### src/rtl/sdram_port_arbiter_if.sv
// Purpose: bundles the master-port request/ack signals and the SDRAM
//          controller handshake of sdram_port_arbiter into one interface.
// Latency: none, wires only.
// Backpressure: none here; the arbiter's ack and the controller's idle/ack carry it.
//
// Signals:
//   port_req_i/we_i/adr_i/dat_i/sel_i   per-port request level and fields (packed, port k at k*W)
//   port_ack_o/port_dat_o/grant_o       per-port completion pulse, shared read data, one-hot grant
//   ctrl_idle_i/ack_i/dat_i             controller status and read data
//   ctrl_acc_o/we_o/adr_o/dat_o/sel_o   access request to the controller
// Modports: master = arbiter side, slave = environment (ports + controller).
interface sdram_port_arbiter_if #(
    parameter int NUM_PORTS  = 4,
    parameter int ADDR_WIDTH = 32,
    parameter int DATA_WIDTH = 16,
    parameter int SEL_WIDTH  = DATA_WIDTH / 8
);
    logic [NUM_PORTS-1:0]            port_req_i;
    logic [NUM_PORTS-1:0]            port_we_i;
    logic [NUM_PORTS*ADDR_WIDTH-1:0] port_adr_i;
    logic [NUM_PORTS*DATA_WIDTH-1:0] port_dat_i;
    logic [NUM_PORTS*SEL_WIDTH-1:0]  port_sel_i;
    logic [NUM_PORTS-1:0]            port_ack_o;
    logic [DATA_WIDTH-1:0]           port_dat_o;
    logic [NUM_PORTS-1:0]            grant_o;

    logic                            ctrl_idle_i;
    logic                            ctrl_acc_o;
    logic                            ctrl_we_o;
    logic [ADDR_WIDTH-1:0]           ctrl_adr_o;
    logic [DATA_WIDTH-1:0]           ctrl_dat_o;
    logic [SEL_WIDTH-1:0]            ctrl_sel_o;
    logic                            ctrl_ack_i;
    logic [DATA_WIDTH-1:0]           ctrl_dat_i;

    modport master (
        input  port_req_i, port_we_i, port_adr_i, port_dat_i, port_sel_i,
        output port_ack_o, port_dat_o, grant_o,
        input  ctrl_idle_i, ctrl_ack_i, ctrl_dat_i,
        output ctrl_acc_o, ctrl_we_o, ctrl_adr_o, ctrl_dat_o, ctrl_sel_o
    );

    modport slave (
        output port_req_i, port_we_i, port_adr_i, port_dat_i, port_sel_i,
        input  port_ack_o, port_dat_o, grant_o,
        output ctrl_idle_i, ctrl_ack_i, ctrl_dat_i,
        input  ctrl_acc_o, ctrl_we_o, ctrl_adr_o, ctrl_dat_o, ctrl_sel_o
    );
endinterface

### src/rtl/sdram_port_arbiter.sv
// Purpose: shares one SDRAM controller between NUM_PORTS masters, round-robin with optional bounded priority port.
// Latency: grant 1 edge after req+ctrl_idle_i seen in IDLE; port ack 1 edge after ctrl_ack_i; 2-edge turnaround.
// Backpressure: losers and all ports while ctrl_idle_i=0 just hold req; no request is dropped or queued.
//
// Ports:
//   clk        single clock (SDRAM clock)
//   reset_n_i  asynchronous active-low reset; clears state and every output
//   bus        sdram_port_arbiter_if.master: per-port req/fields/ack and controller handshake
module sdram_port_arbiter #(
    parameter int NUM_PORTS       = 4,
    parameter int ADDR_WIDTH      = 32,
    parameter int DATA_WIDTH      = 16,
    parameter int SEL_WIDTH       = DATA_WIDTH / 8,
    parameter int PRIO_EN         = 1,
    parameter int PRIO_PORT       = 0,
    parameter int MAX_PRIO_STREAK = 4
) (
    input  logic                  clk,
    input  logic                  reset_n_i,
    sdram_port_arbiter_if.master  bus
);
    localparam int                    IDX_W      = (NUM_PORTS > 1) ? $clog2(NUM_PORTS) : 1;
    localparam logic [IDX_W-1:0]      PRIO_IDX   = IDX_W'(PRIO_PORT);
    localparam logic [IDX_W-1:0]      LAST_RST   = IDX_W'(NUM_PORTS - 1);
    localparam logic [NUM_PORTS-1:0]  PRIO_MASK  = NUM_PORTS'(1) << PRIO_PORT;
    localparam logic [3:0]            STREAK_MAX = 4'(MAX_PRIO_STREAK);

    typedef enum logic [1:0] {
        S_IDLE    = 2'd0,
        S_BUSY    = 2'd1,
        S_RELEASE = 2'd2
    } state_t;

    // Per-port fields unpacked so the winner can be selected with a plain index.
    logic [ADDR_WIDTH-1:0] w_adr_arr [NUM_PORTS];
    logic [DATA_WIDTH-1:0] w_dat_arr [NUM_PORTS];
    logic [SEL_WIDTH-1:0]  w_sel_arr [NUM_PORTS];

    for (genvar g = 0; g < NUM_PORTS; g++) begin : g_unpack
        assign w_adr_arr[g] = bus.port_adr_i[g*ADDR_WIDTH +: ADDR_WIDTH];
        assign w_dat_arr[g] = bus.port_dat_i[g*DATA_WIDTH +: DATA_WIDTH];
        assign w_sel_arr[g] = bus.port_sel_i[g*SEL_WIDTH +: SEL_WIDTH];
    end

    state_t                 r_state,      w_nxt_state;
    logic [IDX_W-1:0]       r_last,       w_nxt_last;
    logic [IDX_W-1:0]       r_winner,     w_nxt_winner;
    logic [3:0]             r_streak,     w_nxt_streak;
    logic                   r_contested,  w_nxt_contested;
    logic                   r_acc,        w_nxt_acc;
    logic                   r_we,         w_nxt_we;
    logic [ADDR_WIDTH-1:0]  r_adr,        w_nxt_adr;
    logic [DATA_WIDTH-1:0]  r_dat,        w_nxt_dat;
    logic [SEL_WIDTH-1:0]   r_sel,        w_nxt_sel;
    logic [NUM_PORTS-1:0]   r_port_ack,   w_nxt_port_ack;
    logic [DATA_WIDTH-1:0]  r_port_dat,   w_nxt_port_dat;
    logic [NUM_PORTS-1:0]   r_grant,      w_nxt_grant;

    logic                   w_any_req;
    logic                   w_others_req;
    logic                   w_prio_win;
    logic                   w_rr_found;
    logic [IDX_W-1:0]       w_cand;
    logic [IDX_W-1:0]       w_rr_idx;
    logic [IDX_W-1:0]       w_win_idx;

    assign w_any_req    = |bus.port_req_i;
    assign w_others_req = |(bus.port_req_i & ~PRIO_MASK);

    // The priority port may only win MAX_PRIO_STREAK times in a row while
    // somebody else is waiting; with nobody else waiting it always wins.
    assign w_prio_win = (PRIO_EN != 0) && bus.port_req_i[PRIO_IDX] &&
                        ((r_streak < STREAK_MAX) || !w_others_req);

    // Round-robin search starting just after the last served port.
    always_comb begin
        w_rr_found = 1'b0;
        w_rr_idx   = r_last;
        w_cand     = r_last;
        for (int i = 1; i <= NUM_PORTS; i++) begin
            w_cand = IDX_W'((int'(r_last) + i) % NUM_PORTS);
            if (!w_rr_found && bus.port_req_i[w_cand]) begin
                w_rr_found = 1'b1;
                w_rr_idx   = w_cand;
            end
        end
    end

    assign w_win_idx = w_prio_win ? PRIO_IDX : w_rr_idx;

    always_comb begin
        w_nxt_state     = r_state;
        w_nxt_last      = r_last;
        w_nxt_winner    = r_winner;
        w_nxt_streak    = r_streak;
        w_nxt_contested = r_contested;
        w_nxt_acc       = r_acc;
        w_nxt_we        = r_we;
        w_nxt_adr       = r_adr;
        w_nxt_dat       = r_dat;
        w_nxt_sel       = r_sel;
        w_nxt_port_ack  = r_port_ack;
        w_nxt_port_dat  = r_port_dat;
        w_nxt_grant     = r_grant;

        case (r_state)
            S_IDLE: begin
                // Arbitration is redone every IDLE cycle, so a request that
                // arrives while the controller is busy can still overtake.
                if (bus.ctrl_idle_i && w_any_req) begin
                    w_nxt_state     = S_BUSY;
                    w_nxt_winner    = w_win_idx;
                    w_nxt_contested = w_prio_win && w_others_req;
                    w_nxt_acc       = 1'b1;
                    w_nxt_we        = bus.port_we_i[w_win_idx];
                    w_nxt_adr       = w_adr_arr[w_win_idx];
                    w_nxt_dat       = w_dat_arr[w_win_idx];
                    w_nxt_sel       = w_sel_arr[w_win_idx];
                    w_nxt_grant     = NUM_PORTS'(1) << w_win_idx;
                end
            end
            S_BUSY: begin
                if (bus.ctrl_ack_i) begin
                    w_nxt_state    = S_RELEASE;
                    w_nxt_acc      = 1'b0;
                    w_nxt_we       = 1'b0;
                    w_nxt_port_ack = NUM_PORTS'(1) << r_winner;
                    w_nxt_port_dat = bus.ctrl_dat_i;
                    w_nxt_last     = r_winner;
                    if (r_contested)
                        w_nxt_streak = (r_streak == 4'hF) ? r_streak : r_streak + 4'd1;
                    else
                        w_nxt_streak = 4'd0;
                end
            end
            S_RELEASE: begin
                // One dead cycle lets a port drop its req after seeing the ack
                // before the next arbitration samples it.
                w_nxt_state    = S_IDLE;
                w_nxt_port_ack = '0;
                w_nxt_grant    = '0;
            end
            default: begin
                w_nxt_state = S_IDLE;
            end
        endcase
    end

    always_ff @(posedge clk or negedge reset_n_i) begin
        if (!reset_n_i) begin
            r_state     <= S_IDLE;
            r_last      <= LAST_RST;
            r_winner    <= '0;
            r_streak    <= 4'd0;
            r_contested <= 1'b0;
            r_acc       <= 1'b0;
            r_we        <= 1'b0;
            r_adr       <= '0;
            r_dat       <= '0;
            r_sel       <= '0;
            r_port_ack  <= '0;
            r_port_dat  <= '0;
            r_grant     <= '0;
        end else begin
            r_state     <= w_nxt_state;
            r_last      <= w_nxt_last;
            r_winner    <= w_nxt_winner;
            r_streak    <= w_nxt_streak;
            r_contested <= w_nxt_contested;
            r_acc       <= w_nxt_acc;
            r_we        <= w_nxt_we;
            r_adr       <= w_nxt_adr;
            r_dat       <= w_nxt_dat;
            r_sel       <= w_nxt_sel;
            r_port_ack  <= w_nxt_port_ack;
            r_port_dat  <= w_nxt_port_dat;
            r_grant     <= w_nxt_grant;
        end
    end

    assign bus.ctrl_acc_o = r_acc;
    assign bus.ctrl_we_o  = r_we;
    assign bus.ctrl_adr_o = r_adr;
    assign bus.ctrl_dat_o = r_dat;
    assign bus.ctrl_sel_o = r_sel;
    assign bus.port_ack_o = r_port_ack;
    assign bus.port_dat_o = r_port_dat;
    assign bus.grant_o    = r_grant;
endmodule

### src/flat_wrapper.sv
// flat-port wrapper written by rule: the top's interface ports become plain ports
module sdram_port_arbiter_flat 
#(
    parameter int NUM_PORTS       = 4,
    parameter int ADDR_WIDTH      = 32,
    parameter int DATA_WIDTH      = 16,
    parameter int SEL_WIDTH       = DATA_WIDTH / 8,
    parameter int PRIO_EN         = 1,
    parameter int PRIO_PORT       = 0,
    parameter int MAX_PRIO_STREAK = 4
)
  (clk, reset_n_i, bus_port_req_i, bus_port_we_i, bus_port_adr_i, bus_port_dat_i, bus_port_sel_i, bus_port_ack_o, bus_port_dat_o, bus_grant_o, bus_ctrl_idle_i, bus_ctrl_ack_i, bus_ctrl_dat_i, bus_ctrl_acc_o, bus_ctrl_we_o, bus_ctrl_adr_o, bus_ctrl_dat_o, bus_ctrl_sel_o);
  sdram_port_arbiter_if #(.NUM_PORTS(NUM_PORTS), .ADDR_WIDTH(ADDR_WIDTH), .DATA_WIDTH(DATA_WIDTH), .SEL_WIDTH(SEL_WIDTH)) bus_i ();
  input  logic clk;
  input  logic reset_n_i;
  input wire logic [$bits(bus_i.port_req_i)-1:0] bus_port_req_i;
  input wire logic [$bits(bus_i.port_we_i)-1:0] bus_port_we_i;
  input wire logic [$bits(bus_i.port_adr_i)-1:0] bus_port_adr_i;
  input wire logic [$bits(bus_i.port_dat_i)-1:0] bus_port_dat_i;
  input wire logic [$bits(bus_i.port_sel_i)-1:0] bus_port_sel_i;
  output wire logic [$bits(bus_i.port_ack_o)-1:0] bus_port_ack_o;
  output wire logic [$bits(bus_i.port_dat_o)-1:0] bus_port_dat_o;
  output wire logic [$bits(bus_i.grant_o)-1:0] bus_grant_o;
  input wire logic [$bits(bus_i.ctrl_idle_i)-1:0] bus_ctrl_idle_i;
  input wire logic [$bits(bus_i.ctrl_ack_i)-1:0] bus_ctrl_ack_i;
  input wire logic [$bits(bus_i.ctrl_dat_i)-1:0] bus_ctrl_dat_i;
  output wire logic [$bits(bus_i.ctrl_acc_o)-1:0] bus_ctrl_acc_o;
  output wire logic [$bits(bus_i.ctrl_we_o)-1:0] bus_ctrl_we_o;
  output wire logic [$bits(bus_i.ctrl_adr_o)-1:0] bus_ctrl_adr_o;
  output wire logic [$bits(bus_i.ctrl_dat_o)-1:0] bus_ctrl_dat_o;
  output wire logic [$bits(bus_i.ctrl_sel_o)-1:0] bus_ctrl_sel_o;
  assign bus_i.port_req_i = bus_port_req_i;
  assign bus_i.port_we_i = bus_port_we_i;
  assign bus_i.port_adr_i = bus_port_adr_i;
  assign bus_i.port_dat_i = bus_port_dat_i;
  assign bus_i.port_sel_i = bus_port_sel_i;
  assign bus_port_ack_o = bus_i.port_ack_o;
  assign bus_port_dat_o = bus_i.port_dat_o;
  assign bus_grant_o = bus_i.grant_o;
  assign bus_i.ctrl_idle_i = bus_ctrl_idle_i;
  assign bus_i.ctrl_ack_i = bus_ctrl_ack_i;
  assign bus_i.ctrl_dat_i = bus_ctrl_dat_i;
  assign bus_ctrl_acc_o = bus_i.ctrl_acc_o;
  assign bus_ctrl_we_o = bus_i.ctrl_we_o;
  assign bus_ctrl_adr_o = bus_i.ctrl_adr_o;
  assign bus_ctrl_dat_o = bus_i.ctrl_dat_o;
  assign bus_ctrl_sel_o = bus_i.ctrl_sel_o;
  sdram_port_arbiter #(.NUM_PORTS(NUM_PORTS), .ADDR_WIDTH(ADDR_WIDTH), .DATA_WIDTH(DATA_WIDTH), .SEL_WIDTH(SEL_WIDTH), .PRIO_EN(PRIO_EN), .PRIO_PORT(PRIO_PORT), .MAX_PRIO_STREAK(MAX_PRIO_STREAK)) u_core (.clk(clk), .reset_n_i(reset_n_i), .bus(bus_i));
endmodule
### config.mk
export PLATFORM = sky130hd
export DESIGN_NAME = sdram_port_arbiter_flat
export DESIGN_NICKNAME = d
export VERILOG_FILES = /design/src/rtl/sdram_port_arbiter_if.sv /design/src/rtl/sdram_port_arbiter.sv /design/src/flat_wrapper.sv
export SDC_FILE = /design/constraint.sdc
export NUM_CORES = 1
export LEC_CHECK = 0
export ABC_AREA = 1
export BUFFER_PORTS_ARGS = -buffer_cell sky130_fd_sc_hd__buf_2
export CAP_MARGIN = 20
export CORE_MARGIN = 1.5
export CORE_UTILIZATION = 42
export DETAILED_ROUTE_END_ITERATION = 8
export HOLD_SLACK_MARGIN = 0.06
export PLACE_DENSITY_LB_ADDON = 0.2
export SYNTH_ARGS = -nofsm -noshare
export SYNTH_HDL_FRONTEND = slang
export SYNTH_SLANG_ARGS = --single-unit
### constraint.sdc
create_clock -name clk -period 1.99 [get_ports clk]
set_input_delay 0.2985 -clock clk [delete_from_list [all_inputs] [get_ports clk]]
set_output_delay 0.2985 -clock clk [all_outputs]
set_load 0.005 [all_outputs]
==> out/metrics.yaml, run 1 <==
synthesis:
  netlist.top_cell.by_area: "dfrtp_1"
  synth_cell_types: 26
  ys_async_sr_fraction_pct: 100
  synth.avg_cell_area_um2: 6.32
  ys_warn_count: 0
  syn_inst: 960
  netlist_area_um2: 6060
  ys_seq_area_share_pct: 35.9
  mappedNetlistNets: 1189
  synthFlopType: "dfrtp_1"
  synth_seq_cells: 87
  synth_top_cells_by_area: "dfrtp_1 (35%), nand2_1 (25%), nand4_1 (11%)"
  synth_edf_count: 0
  synth_top_area_share_pct: 35.1
power_and_ir_drop:
  p_per_area_nw_per_um2: 1660
  p_leak_nw: 5.36
  ir_worst_vdd_mv: 0.885
global_route:
  grt_max_degree: 50
  grt_use_met1_pct: 33.3
  grt_pass1_vias: 6666
  grt_use_met2_pct: 47.7
  grt_util_met3_pct: 4.84
  gr-usage-all-layers_pct: 27.2
  top_usage_layer: "met2"
  grt_pass1_wl_um: 32200
  antenna_found_initial: 1
  grt-ovfl-total: 0
critical_path:
  r2r_start: "u_core.r_last[0]"
  reg2reg_slack_ps: -180
  crit_slowest_cell: "dfstp_2"
  worstRegToRegCells: 15
  crit_arrival_ps: 2410
  crit_path_end_kind: "flip-flop"
  path_cells: "inv_4, nand2_1, nand2_2, nand2_2, nand2_4, nand2_4, nand2_4, nand2_4, nand3_4, buf_12, buf_16, nand2_1, nand3_2, nand3_1, nand2_1"
  required_ps: 2230
  critPathKind: "flip-flop to flip-flop"
  r2r_end: "u_core.bus.ctrl_adr_o[20]"
  max_stage_delay_ps: 610
  critPathMaxFanout: 11
  startpoint_type: "flip-flop"
  cpMostUsedCell: "nand2_4"
sta:
  hold_violations: 0
  setup_viol: 57
  grt_setup_unrepaired: "true"
  timing.final.crit_share_pct: 109
  finalClockSkew_ps: 6.83
  fmax_mhz: 460
  relSlewSlack_pct: 70.7
  fin_crit_ps: 2170
  tightest_slew_ps: 437
  slew_violations: 0
  finalWorstSetupSlack_ps: -182
finish:
  mostFrequentLayoutCells: "nand2_1 (382), buf_2 (302), nand3_1 (121)"
  synthToLayoutAreaGrowth_pct: 47.0
  fin_cells: 1457
  seq_area_um2: 2180
  fin_area_um2: 8910
  nets: 1500
  layout_commonest_cell: "nand2_1"
  drive_above_1_share_pct: 34.3
  nFillCells: 1363
  multiInputGateArea_um2: 3220
place:
  place_area_um2: 7980
  dp.cells: 1412
  place_congestion: 0.905
  hpwl_um: 15200
  portBuffers: 303
floorplanning:
  io_pins: 304
  core-area_um2: 14000
  rows: 43
  die-width_um: 123
  die_area_um2: 15200
  die_h_um: 123
  initial_utilization_pct: 43.3
routing:
  drt_first_iter_violations: 469
  drc_errors: 0
  num_vias: 7604
  wl_per_cell_um: 15.7
  firstDrtPassIters: 5
  post_drt_via_cell_ratio: 5.22
  drt_wl_total_um: 22900
  ant_nets: 0
cts:
  clk_latency_ps: 350
  clkTransAtPathRegs_ps: 70
  clk_path_buf_depth: 2
  cts.sinks: 87
  htreeDepth: 3
  cts-root-buf: "clkbuf_16"
  cts_tree: "yes"
  cts_inserted_buffers: 9
flow_run:
  maxCapViolCount: 0
worst_hold_path:
  worstHoldStart: "bus_ctrl_ack_i"
  hold_depth: 2
  hold_path.class: "input pin to flip-flop"
  whs_endpoint: "u_core.r_state[0]"
run_status:
  violations: "negative setup slack"
  status: "finished with violations"
[synthesized netlist by cell type (2+ instances only)]
library cell,count
nand2_1,408
nand3_1,127
inv_1,119
nand4_1,104
dfrtp_1,85
buf_2,36
clkbuf_1,24
o21ai_0,12
buf_6,7
nand2_2,6
nor2_1,6
buf_1,4
inv_2,3
a21oi_1,2
dfstp_2,2
nand3_2,2
nor3_1,2
o21ai_1,2
o31ai_1,2
[per-stage QoR]
step	setup TNS, ps	setup WS [ps]	util, %	power (mW)	hold WS [ps]
2_1_floorplan	0	66.8	-	8.06	2.91
3_3_place_gp	-2260	-76.0	57.1	11.0	202
3_5_place_dp	-6180	-155	57.1	11.1	202
4_1_cts	-3000	-94.7	60.7	13.5	116
5_1_grt	-14600	-314	63.7	15.9	128
6_report	-7930	-182	63.7	14.8	122
[kinds of logic after synthesis]
group	synth area share, %
AND/OR/NAND/NOR	48.3
buffers and inverters	13.7
flip-flops	35.9
AO/OA/AOI/OAI	1.82
adder cells (fa/ha/maj)	0.206
[cell type report]
class / instances / area share, %
diodes: 1 / 0.0281
clock buffers: 9 / 2.53
clock inverters: 7 / 0.814
inverters: 122 / 5.22
multi-input cells: 679 / 36.1
flip-flops and latches: 87 / 24.4
well taps: 180 / 2.53
repair buffers: 372 / 28.3
[registers in the layout, summed over array words and instances (netlist names)]
name                   cells
u_core.r_winner            2
u_core.bus.grant_o         4
u_core.r_streak            4
u_core.bus.port_ack_o      4
u_core.r_last              2
u_core.bus.ctrl_we_o       1
u_core.bus.ctrl_dat_o     16
u_core.bus.ctrl_adr_o     32
u_core.bus.port_dat_o     16
u_core.bus.ctrl_sel_o      2
u_core.r_contested         1
u_core.bus.ctrl_acc_o      1
u_core.r_state             2
[worst max-delay path: cells and delay by family, from the launching register on]
family	cells	cell delay, ps
buf+inv	3	410
flops	1	610
simple gates	12	1010
[power breakdown]
group	internal, mW	switching, mW
combinational	4.42	5.59
clock	0.886	0.823
sequential	2.59	0.481
[what timing repair did]
action,CTS,global route
pin swaps,2,20
hold endpoints to repair,17,0
hold buffers,1,0
endpoints found under the setup margin,56,57
resized for setup,20,38
buffers inserted,6,9
cloned,3,9
[worst max-delay path by stage]
stage | startpoint | to
4_1_cts | u_core.r_last[0] | u_core.bus.ctrl_adr_o[26]
2_1_floorplan | u_core.r_last[0] | u_core.bus.ctrl_we_o
3_3_place_gp | u_core.r_last[0] | u_core.bus.ctrl_sel_o[0]
6_report | u_core.r_last[0] | u_core.bus.ctrl_adr_o[20]
5_1_grt | u_core.r_last[0] | u_core.bus.ctrl_adr_o[23]
3_5_place_dp | u_core.r_last[0] | u_core.bus.grant_o[3]
[per-layer routing]
layer  part of all wire (%)  routed length (um)
met3                    7.7                1770
met4                    2.8                 640
met5                      0                   0
met2                     49               11100
met1                     41                9320
Note: power is estimated with default switching activity, not from simulation.
==> run 2: changes to the inputs <==
--- a/config.mk
+++ b/config.mk
@@ -8,9 +8,9 @@
 export ABC_AREA = 1
 export BUFFER_PORTS_ARGS = -buffer_cell sky130_fd_sc_hd__buf_2
 export CAP_MARGIN = 20
-export CORE_MARGIN = 1.5
-export CORE_UTILIZATION = 42
+export CORE_AREA = 2 2 119 121
 export DETAILED_ROUTE_END_ITERATION = 8
+export DIE_AREA = 0 0 121 123
 export HOLD_SLACK_MARGIN = 0.06
 export PLACE_DENSITY_LB_ADDON = 0.2
 export SYNTH_ARGS = -nofsm -noshare
==> constraint.sdc (replaced) <==
create_clock -name clk -period 2.6 [get_ports clk]
set_input_delay 0.39 -clock clk [delete_from_list [all_inputs] [get_ports clk]]
set_output_delay 0.39 -clock clk [all_outputs]
set_load 0.005 [all_outputs]
==> run 2 against run 1 <==
Against the previous run:
- the flow now finishes without violations
- largest cell class unchanged
- fmax shrank 5.4%
- critical endpoint is now u_core.bus.ctrl_sel_o[1]
- non-clock buffer count shrank 45
- cell count shrank 3.0%
==> out/metrics.yaml, run 2 (synthesis results as in run 1) <==
place:
  portBuffers: 303  # unchanged
  hpwl_um: 14500  # -4.9%
  place_congestion: 0.889  # -1.8%
cts:
  cts_tree: "yes"
  clkTransAtPathRegs_ps: 80  # about the same
  cts_inserted_buffers: 9  # unchanged
  clk_path_buf_depth: 2  # unchanged
  cts-root-buf: "clkbuf_16"
  cts.sinks: 87  # unchanged
  htreeDepth: 3  # unchanged
  clk_latency_ps: 350  # about the same
critical_path:
  critPathKind: "flip-flop to flip-flop"
  cpMostUsedCell: "nand2_1"
  crit_path_end_kind: "flip-flop"
  path_cells: "buf_4, nand2_1, nand2_2, nand2_1, nand2_2, nand2_1, nand3_4, buf_12, nand4_1, nand2_1, nand2_1, nand3_1, nand2_1"
  critPathMaxFanout: 102  # +91
  startpoint_type: "flip-flop"
  required_ps: 2830  # +600 ps
  crit_arrival_ps: 2530  # +120 ps
  crit_slowest_cell: "dfstp_2"
  max_stage_delay_ps: 580  # -30 ps
global_route:
  grt_pass1_vias: 6543  # -1.8%
  antenna_found_initial: 1  # unchanged
  grt_pass1_wl_um: 32000  # -0.60%
  grt-ovfl-total: 0  # unchanged
  gr-usage-all-layers_pct: 26.8  # -0.43 points
  grt_max_degree: 103  # +110%
power_and_ir_drop:
  combPwrFrac_pct: 61.2  # -6.5 points
  clkPwrFrac_pct: 14.0  # +2.5 points
  p_per_area_nw_per_um2: 1170  # -29%
  swShare_pct: 49.5  # +2.9 points
  ir_worst_vdd_mv: 0.865  # -2.3%
  intPower_mw: 4.79  # -39%
  p_leak_nw: 4.96  # -7.4%
  p_sw_mw: 4.69  # -32%
  pwr-share-seq_pct: 24.8  # +4.0 points
flow_run:
  maxCapViolCount: 0  # unchanged
finish:
  mostFrequentLayoutCells: "nand2_1 (407), buf_2 (302), nand3_1 (126)"
  synthToLayoutAreaGrowth_pct: 33.6
  layout_commonest_cell: "nand2_1"
  nets: 1456  # -2.9%
  drive_above_1_share_pct: 29.5  # -4.9 points
  largest_reg_flops: 32  # unchanged
routing:
  num_vias: 7266  # -4.4%
  firstDrtPassIters: 5  # unchanged
  post_drt_via_cell_ratio: 5.14  # -1.5%
  ant_nets: 0  # unchanged
  wl_per_cell_um: 14.6  # -6.9%
  drt_first_iter_violations: 499  # +6.4%
  drt_wl_total_um: 20700  # -9.7%
  drc_errors: 0  # unchanged
sta:
  timing.final.crit_share_pct: 88.3  # -21 points
  setup_viol: 0  # -100%
  whs_ps: 212  # +90.0 ps
  fin_crit_ps: 2300  # +125 ps
  grt_setup_unrepaired: "false"
  relSlewSlack_pct: 54.4  # -16 points
  fmax_mhz: 435  # -5.4%
  hold_violations: 0  # unchanged
  slew_violations: 0  # unchanged
  setup_tns_ps: 0  # +7930 ps
  tightest_slew_ps: 685  # +247 ps
  finalClockSkew_ps: 13.7  # +6.83 ps
floorplanning:
  die_area_um2: 14900  # -1.9%
  initial_utilization_pct: 44.5  # +1.2 points
  io_pins: 304  # unchanged
  die_h_um: 123  # -0.12%
  die-width_um: 121  # -1.7%
  core-area_um2: 13600  # -2.7%
  rows: 43  # unchanged
worst_hold_path:
  hold_path.class: "input pin to flip-flop"
run_status:
  status: "complete, no violations"
==> run 2: cell types whose count changed in the layout (fill, tap and decap cells not counted), moves of 2 or more <==
| cell | previous run | this run |
|---|---|---|
| nand3_1 | 121 | 126 |
| clkinv_8 | 1 | 3 |
| buf_6 | 4 | 0 |
| nand2_4 | 8 | 2 |
| nand2_1 | 382 | 407 |
| buf_4 | 33 | 15 |
| nand2_2 | 24 | 5 |
| nand3_2 | 5 | 1 |
| buf_12 | 20 | 8 |
| buf_16 | 3 | 0 |
| clkbuf_16 | 18 | 9 |
==> run 2: final timing paths <==
check,start,endpoint,slack (ps),depth (start not counted)
max reg2reg,u_core.r_last[0],u_core.bus.ctrl_sel_o[1],300,13
min reg2reg,u_core.bus.ctrl_adr_o[18],u_core.bus.ctrl_adr_o[18],470,2
max,u_core.r_last[0],u_core.bus.ctrl_sel_o[1],300,13
max in group asynchronous,reset_n_i,u_core.bus.ctrl_adr_o[25],1350,3
min,bus_ctrl_ack_i,u_core.r_state[0],210,2
min in group asynchronous,reset_n_i,u_core.bus.port_dat_o[9],570,2
==> run 2: per-layer routing <==
layer | part of all wire [%] | up-vias | track usage [%]
li1 | - | 3615 | -
met1 | 42 | 3280 | 34.9
met2 | 47 | 338 | 44.1
met3 | 8.7 | 33 | 5.30
met4 | 2.3 | 0 | 10.3
met5 | 0 | - | 0
==> run 2: through the flow <==
step           cell area [um2]  util, %  setup WS (ps)  cells  total power, mW
2_1_floorplan             6060        -            677    960             6.17
3_3_place_gp              7720     56.7            194   1391             8.03
3_5_place_dp              7720     56.7            137   1391             8.06
4_1_cts                   8050     59.1            117   1408             9.43
5_1_grt                   8090     59.5            121   1412             10.4
6_report                  8100     59.5            303   1414             9.48
==> run 2: final cells by class <==
| class | count | area, um2 |
|---|---|---|
| Multi-Input combinational cell | 680 | 3110 |
| Timing Repair Buffer | 327 | 1810 |
| Tap cell | 180 | 225 |
| Fill cell | 1358 | 5510 |
| Sequential cell | 87 | 2180 |
| Inverter | 122 | 458 |
| Clock inverter | 7 | 86.3 |
| Clock buffer | 9 | 225 |
| Antenna cell | 2 | 5.00 |
==> run 2: power by group through the flow <==
stage / clock network (mW) / logic [mW] / registers (mW)
global route: 1.42 / 6.51 / 2.43
finish: 1.33 / 5.81 / 2.35
detailed placement: 0 / 5.70 / 2.36
floorplan: 0 / 3.80 / 2.37
CTS: 1.36 / 5.71 / 2.36
global placement: 0 / 5.66 / 2.36
==> run 2: what timing repair did <==
item                                   in CTS  in global routing
setup buffers                               0                  3
gates resized for setup                     0                  4
endpoints found under the hold margin      32                  0
hold buffers                                1                  0
setup endpoints to repair                   0                 50
==> run 2: worst max-delay path, delay by kind of cell, from the launching register on <==
family	cells	cell delay, ps
buf+inv	2	530
flops	1	580
simple gates	11	1020
